File: src/rtl/mic_pdm_rx.sv
// mic_pdm_rx: stereo PDM microphone receiver producing per-frame ones-counts
// with a valid/ready handshake, sticky overrun flag and activity toggle.
module mic_pdm_rx #(
  parameter int CLK_DIV = 4,
  parameter int DECIM   = 64,
  parameter int W       = $clog2(DECIM + 1)
) (
  input  logic         clk,
  input  logic         reset,
  input  logic         enable,
  input  logic [1:0]   mode,
  output logic         mclk,
  input  logic         dataint,
  output logic [W-1:0] sample_l,
  output logic [W-1:0] sample_r,
  output logic         sample_valid,
  input  logic         sample_ready,
  output logic         overrun,
  input  logic         ovr_clr,
  output logic         ledres
);
  localparam int HALF = CLK_DIV / 2;
  localparam int DW   = $clog2(CLK_DIV);
  localparam int PW   = $clog2(DECIM);

  logic [DW-1:0] dc_q, dc_d;
  logic [PW-1:0] pc_q, pc_d;
  logic [W-1:0]  acc_l_q, acc_l_d, acc_r_q, acc_r_d, sl_q, sl_d, sr_q, sr_d, fin_r;
  logic          run_q, mclk_q, mclk_d, valid_q, valid_d, ovr_q, ovr_d, led_q, led_d;
  logic          dc_wrap, smp_l, smp_r, frame_end, load;

  always_comb begin
    dc_wrap   = dc_q == DW'(CLK_DIV - 1);
    smp_l     = enable && dc_q == DW'(HALF - 1);
    smp_r     = enable && dc_wrap;
    frame_end = smp_r && pc_q == PW'(DECIM - 1);
    // the first enabled cycle only arms run_q so the frame starts cleanly at dc=0
    dc_d      = (!enable || !run_q || dc_wrap) ? '0 : dc_q + 1'b1;
    pc_d      = !enable ? '0 : smp_r ? (frame_end ? '0 : pc_q + 1'b1) : pc_q;
    mclk_d    = enable && dc_d < DW'(HALF);
    fin_r     = acc_r_q + W'(dataint);
    acc_l_d   = (!enable || frame_end) ? '0 : acc_l_q + W'(smp_l && dataint);
    acc_r_d   = (!enable || frame_end) ? '0 : acc_r_q + W'(smp_r && dataint);
    load      = frame_end && (!valid_q || sample_ready);
    sl_d      = load ? (mode == 2'b10 ? '0 : acc_l_q) : sl_q;
    sr_d      = load ? (mode == 2'b01 ? '0 : fin_r) : sr_q;
    valid_d   = load || (valid_q && !sample_ready);
    ovr_d     = (frame_end && valid_q && !sample_ready) || (ovr_q && !ovr_clr);
    led_d     = led_q ^ frame_end;
  end

  always_ff @(posedge clk or negedge reset) begin
    if (!reset) begin
      dc_q    <= '0;
      pc_q    <= '0;
      acc_l_q <= '0;
      acc_r_q <= '0;
      sl_q    <= '0;
      sr_q    <= '0;
      run_q   <= 1'b0;
      mclk_q  <= 1'b0;
      valid_q <= 1'b0;
      ovr_q   <= 1'b0;
      led_q   <= 1'b0;
    end else begin
      dc_q    <= dc_d;
      pc_q    <= pc_d;
      acc_l_q <= acc_l_d;
      acc_r_q <= acc_r_d;
      sl_q    <= sl_d;
      sr_q    <= sr_d;
      run_q   <= enable;
      mclk_q  <= mclk_d;
      valid_q <= valid_d;
      ovr_q   <= ovr_d;
      led_q   <= led_d;
    end
  end

  assign mclk         = mclk_q;
  assign sample_l     = sl_q;
  assign sample_r     = sr_q;
  assign sample_valid = valid_q;
  assign overrun      = ovr_q;
  assign ledres       = led_q;
endmodule
File: config.mk
export PLATFORM = sky130hd
export DESIGN_NAME = mic_pdm_rx
export DESIGN_NICKNAME = d
export VERILOG_FILES = /design/src/rtl/mic_pdm_rx.sv
export SDC_FILE = /design/constraint.sdc
export NUM_CORES = 1
export LEC_CHECK = 0
export CORE_AREA = 4 4 75 77
export DETAILED_ROUTE_END_ITERATION = 7
export DIE_AREA = 0 0 79 81
export HOLD_SLACK_MARGIN = 0.03
export PLACE_DENSITY = 0.58
export SLEW_MARGIN = 20
export SYNTH_ARGS = -nofsm -noshare
export SYNTH_HDL_FRONTEND = slang
export SYNTH_SLANG_ARGS = --single-unit
File: constraint.sdc
create_clock -name clk -period 2.5 [get_ports clk]
set_clock_uncertainty 0.2 [all_clocks]
set_input_delay 0.375 -clock clk [delete_from_list [all_inputs] [get_ports clk]]
set_output_delay 0.375 -clock clk [all_outputs]
set_load 0.1 [all_outputs]
==> PnR_summary.wiki <==
{| class="wikitable"
! Metric !! Value
|-
| Final critical path time including I/O delays and setup || 2.017 ns
|-
| # Max-Cap Violations || 0
|-
| Master cell of the clock root buffer || sky130_fd_sc_hd__clkbuf_8
|-
| Highest net fanout along the worst path || 9
|-
| Largest net degree at the start of global routing || 29
|-
| Worst-skew pair later-pin latency || 0.29 ns
|-
| Buffer depth of the longest clock path || 2
|-
| Synth warn || 0
|-
| Least setup slack across all paths after layout || 0.4827 ns
|-
| Hold endpoint || sample_l[1]
|-
| Critical Path AT || 2.03 ns
|-
| TritonCTS clock tree || yes
|-
| Fillcell total || 517
|-
| Crit path kind || in -> reg
|-
| Post-Route Setup TNS || 0 ns
|-
| Hold WC Path Type || reg -> reg
|-
| Number of sinks driven by the clock tree || 41
|-
| Row cnt || 26
|-
| Worst-case vdd ir drop || just over 0.3 mV
|-
| Slew Limit Fails || 0
|-
| Via Count || around 1300
|-
| Non-filler instance count after layout || between 200 and 300
|-
| DIE HEIGHT || 81 um
|-
| Reg-to-reg slack, setup || 0.52 ns
|-
| Area added between synthesis and finish || 19.99%
|-
| Placed cell count || 276
|-
| Power density over the cells || 507.8 nW/um^2
|-
| Total DRC errors in the routed layout || 0
|-
| Worst-path clk slew || ~0.070 ns
|-
| Via count normalized by instance count || 4.556
|-
| Area of the core || 5010 sq um
|-
| Buffer and inverter count on the worst path || 1
|-
| Setup repair after global routing missed its margin || false
|-
| Syn Nets || 199
|-
| Hold Vio Cnt, Final || 0
|-
| Synthesized area || 1909 sq um
|-
| Routability cong. || between 0.7 and 0.8
|-
| Series of cell instances along the critical path || clkdlybuf4s50_1, and3_1, ha_1, nand3_1, or3_1, a21oi_1
|-
| Ratio of final minimum period to clock period || 80.69%
|-
| Remaining Overflow, GRT || 0
|-
| Antenna Violating Nets Remaining || 0
|-
| Cell type group with the largest total delay on the critical path || simple AND/OR/NAND/NOR gates
|-
| Startpoint type of the worst setup path || input pin
|-
| CTS buffer count || 5
|-
| Worst hold slack || 0.2788 ns
|-
| Critical hold path startpoint || sample_l[1]
|-
| Global-route wire length before repair || 5913 um
|-
| Count of unique library cells instantiated by Yosys || 28
|-
| Vias in the first global route || 1267
|-
| Final HPWL DP || 2447 um
|-
| Cell area reported after detailed placement || 2195 sq um
|-
| Sequential element share of the synthesized area || 53.74%
|-
| Detailed Routing Iterations Pass 1 || 4
|-
| Critical path capture point type || flip-flop
|-
| Count of routing violations after the opening detailed-route iteration || 35
|-
| Origin of the critical flop-to-flop path || dc_q[0]
|-
| Number of failing setup endpoints in the final timing report || 0
|-
| Count of cells along the worst hold path || 2
|-
| Total of buffers placed on input and output ports || 25
|-
| Sum of internal, switching and leakage power || 1.163 mW
|-
| Post-Synthesis Cells || 181
|-
| Final nets || 232
|-
| Initial Utilization || 38.11%
|-
| Maximum cell stage delay along the critical path || around 0.63 ns
|-
| Top-level I/O count || 26
|-
| Antenna fix cells || 0
|-
| Post-synthesis sequential element count || 41
|-
| Wire length after detailed routing || 3333 um
|-
| Leak Pwr || 1.055 nW
|-
| Mean instance size in the synthesized netlist || 10.55 sq um
|-
| Maximum frequency from static timing analysis || 495.7 MHz
|-
| Width of the chip || 79 um
|-
| Final core utilization || 45.73%
|-
| Worst r2r path cells || 7
|-
| Post-Place Setup Slack || 0.1733 ns
|-
| Layout Cell Area excl Fill || roughly 2300 sq um
|-
| Worst flop-to-flop path endpoint || acc_r_q[6]
|-
| Global router's overall resource usage || 11.88%
|-
| Transition time at the pin with the least slew margin || 0.4807 ns
|-
| Crit path max-delay cell type || sky130_fd_sc_hd__clkdlybuf4s50_1
|-
| Initial antenna violation count || 0
|-
| Run status || finished clean
|-
| Layout cell share with drive strength beyond 1 || 17.76%
|-
| Deepest level of the CTS H-tree || 2
|-
| Die Outline Area || 6399 sq um
|-
| Max transition margin || 67.89%
|-
| Wire per inst || ~12 um
|-
| Worst path required time || 2.51 ns
|}
[worst max path at each step]
stage                 start          end  slack, ns  depth (start not counted)
3_3_place_gp         enable   acc_l_q[6]       0.20                          8
3_5_place_dp         enable   acc_r_q[5]       0.17                          6
2_1_floorplan  sample_valid  sample_l[4]       0.58                          5
6_report             enable   acc_r_q[5]       0.48                          6
4_1_cts              enable   acc_r_q[5]       0.47                          6
5_1_grt              enable   acc_l_q[6]       0.35                          8
[where the power goes]
part	internal (mW)	switching, mW
sequential	0.667	0.00247
combinational	0.0215	0.0386
clock	0.219	0.215
total	0.907	0.256
[metal layers]
metal / part of all wire, % / vias to the layer above / track usage (%)
li1: - / 673 / -
met1: 50 / 598 / 15.50
met2: 46 / 19 / 18.69
met3: 3.8 / 4 / 3.437
met4: 0.96 / 0 / 4.639
met5: 0 / - / 0
[sequential cells by signal, summed over array words and instances (netlist names), 2 cells and up]
register / count
acc_l_q: 7
acc_r_q: 7
sample_l: 7
sample_r: 7
pc_q: 6
dc_q: 2
[synthesized netlist by cell type]
master | number | area (sq um)
sky130_fd_sc_hd__inv_1 | 7 | 26.28
sky130_fd_sc_hd__and3_1 | 4 | 25.02
sky130_fd_sc_hd__nand2b_1 | 5 | 31.28
sky130_fd_sc_hd__buf_2 | 2 | 10.01
sky130_fd_sc_hd__nor2_1 | 18 | 67.56
sky130_fd_sc_hd__o21ai_1 | 3 | 15.01
sky130_fd_sc_hd__o21ai_0 | 3 | 15.01
sky130_fd_sc_hd__xor2_1 | 8 | 70.07
sky130_fd_sc_hd__nand3_4 | 1 | 17.52
sky130_fd_sc_hd__nor3_1 | 1 | 5.000
sky130_fd_sc_hd__a21boi_0 | 1 | 7.510
sky130_fd_sc_hd__o211ai_1 | 1 | 7.510
sky130_fd_sc_hd__a21oi_1 | 2 | 10.01
sky130_fd_sc_hd__nand2_1 | 28 | 105.1
sky130_fd_sc_hd__o22ai_1 | 1 | 6.260
sky130_fd_sc_hd__nand4_1 | 3 | 18.77
sky130_fd_sc_hd__nor2b_1 | 4 | 25.02
sky130_fd_sc_hd__buf_6 | 2 | 22.52
sky130_fd_sc_hd__or3_1 | 2 | 12.51
sky130_fd_sc_hd__o21ai_2 | 7 | 61.31
sky130_fd_sc_hd__xnor2_1 | 10 | 87.58
sky130_fd_sc_hd__and4_2 | 1 | 10.01
sky130_fd_sc_hd__and2_1 | 3 | 18.77
sky130_fd_sc_hd__dfrtp_1 | 41 | 1026
sky130_fd_sc_hd__ha_1 | 10 | 125.1
sky130_fd_sc_hd__mux2i_1 | 1 | 10.01
sky130_fd_sc_hd__nand3_1 | 7 | 35.03
sky130_fd_sc_hd__o31ai_1 | 5 | 37.54
[area by class of cell]
type,instances,area (sq um),area share (%)
timing repair buffer,30,240.2,10.49
tap,70,87.58,3.823
sequential,41,1026,44.78
clock buffer,7,86.33,3.768
inverter,7,26.28,1.147
multi-input combinational,129,824.5,35.99
[worst register-to-register path, cell delays in order (launching register included)]
cell and delay, ns:
sky130_fd_sc_hd__dfrtp_1 0.41, sky130_fd_sc_hd__ha_1 0.30, sky130_fd_sc_hd__and3_1 0.22, sky130_fd_sc_hd__ha_1 0.20, sky130_fd_sc_hd__ha_1 0.23, sky130_fd_sc_hd__nand4_1 0.12
sky130_fd_sc_hd__xor2_1 0.16, sky130_fd_sc_hd__nor2_1 0.05
[cell families (layout without fill, tap and decap cells)]
logic type      count (synthesis)  after routing  synth area share, %
flops                          41             41                53.74
buf+inv                        11             44                3.080
simple gates                   77             77                19.46
compound gates                 23             23                8.388
fa+ha+maj                      10             10                6.553
xor+xnor                       18             18                8.257
mux                             1              1               0.5243
[cell usage in the layout, fill, tap and decap left out]
cell and n:
sky130_fd_sc_hd__clkbuf_1 1, sky130_fd_sc_hd__ha_1 10, sky130_fd_sc_hd__a21boi_0 1, sky130_fd_sc_hd__dlygate4sd3_1 1
sky130_fd_sc_hd__nand2_1 28, sky130_fd_sc_hd__o211ai_1 1, sky130_fd_sc_hd__nand2b_1 5, sky130_fd_sc_hd__nor3_1 1
sky130_fd_sc_hd__o31ai_1 5, sky130_fd_sc_hd__o22ai_1 1, sky130_fd_sc_hd__a21oi_1 2, sky130_fd_sc_hd__inv_1 7
sky130_fd_sc_hd__nand3_1 7, sky130_fd_sc_hd__or3_1 2, sky130_fd_sc_hd__clkbuf_8 6, sky130_fd_sc_hd__o21ai_1 3
sky130_fd_sc_hd__mux2i_1 1, sky130_fd_sc_hd__clkdlybuf4s50_1 6, sky130_fd_sc_hd__o21ai_0 3, sky130_fd_sc_hd__nor2_1 18
sky130_fd_sc_hd__buf_2 1, sky130_fd_sc_hd__and3_1 4, sky130_fd_sc_hd__xor2_1 8, sky130_fd_sc_hd__nand4_1 3
sky130_fd_sc_hd__buf_4 22, sky130_fd_sc_hd__and2_1 3, sky130_fd_sc_hd__nand3_4 1, sky130_fd_sc_hd__dfrtp_1 41
sky130_fd_sc_hd__xnor2_1 10, sky130_fd_sc_hd__o21ai_2 7, sky130_fd_sc_hd__and4_2 1, sky130_fd_sc_hd__nor2b_1 4
[what timing repair did]
| item | in CTS | in global routing |
|---|---|---|
| setup buffers | 0 | 0 |
| hold endpoints to repair | 12 | 0 |
| resized for setup | 0 | 0 |
| hold buffers | 1 | 0 |
| endpoints found under the setup margin | 0 | 0 |
No activity file was read; power rests on OpenSTA's default activity.
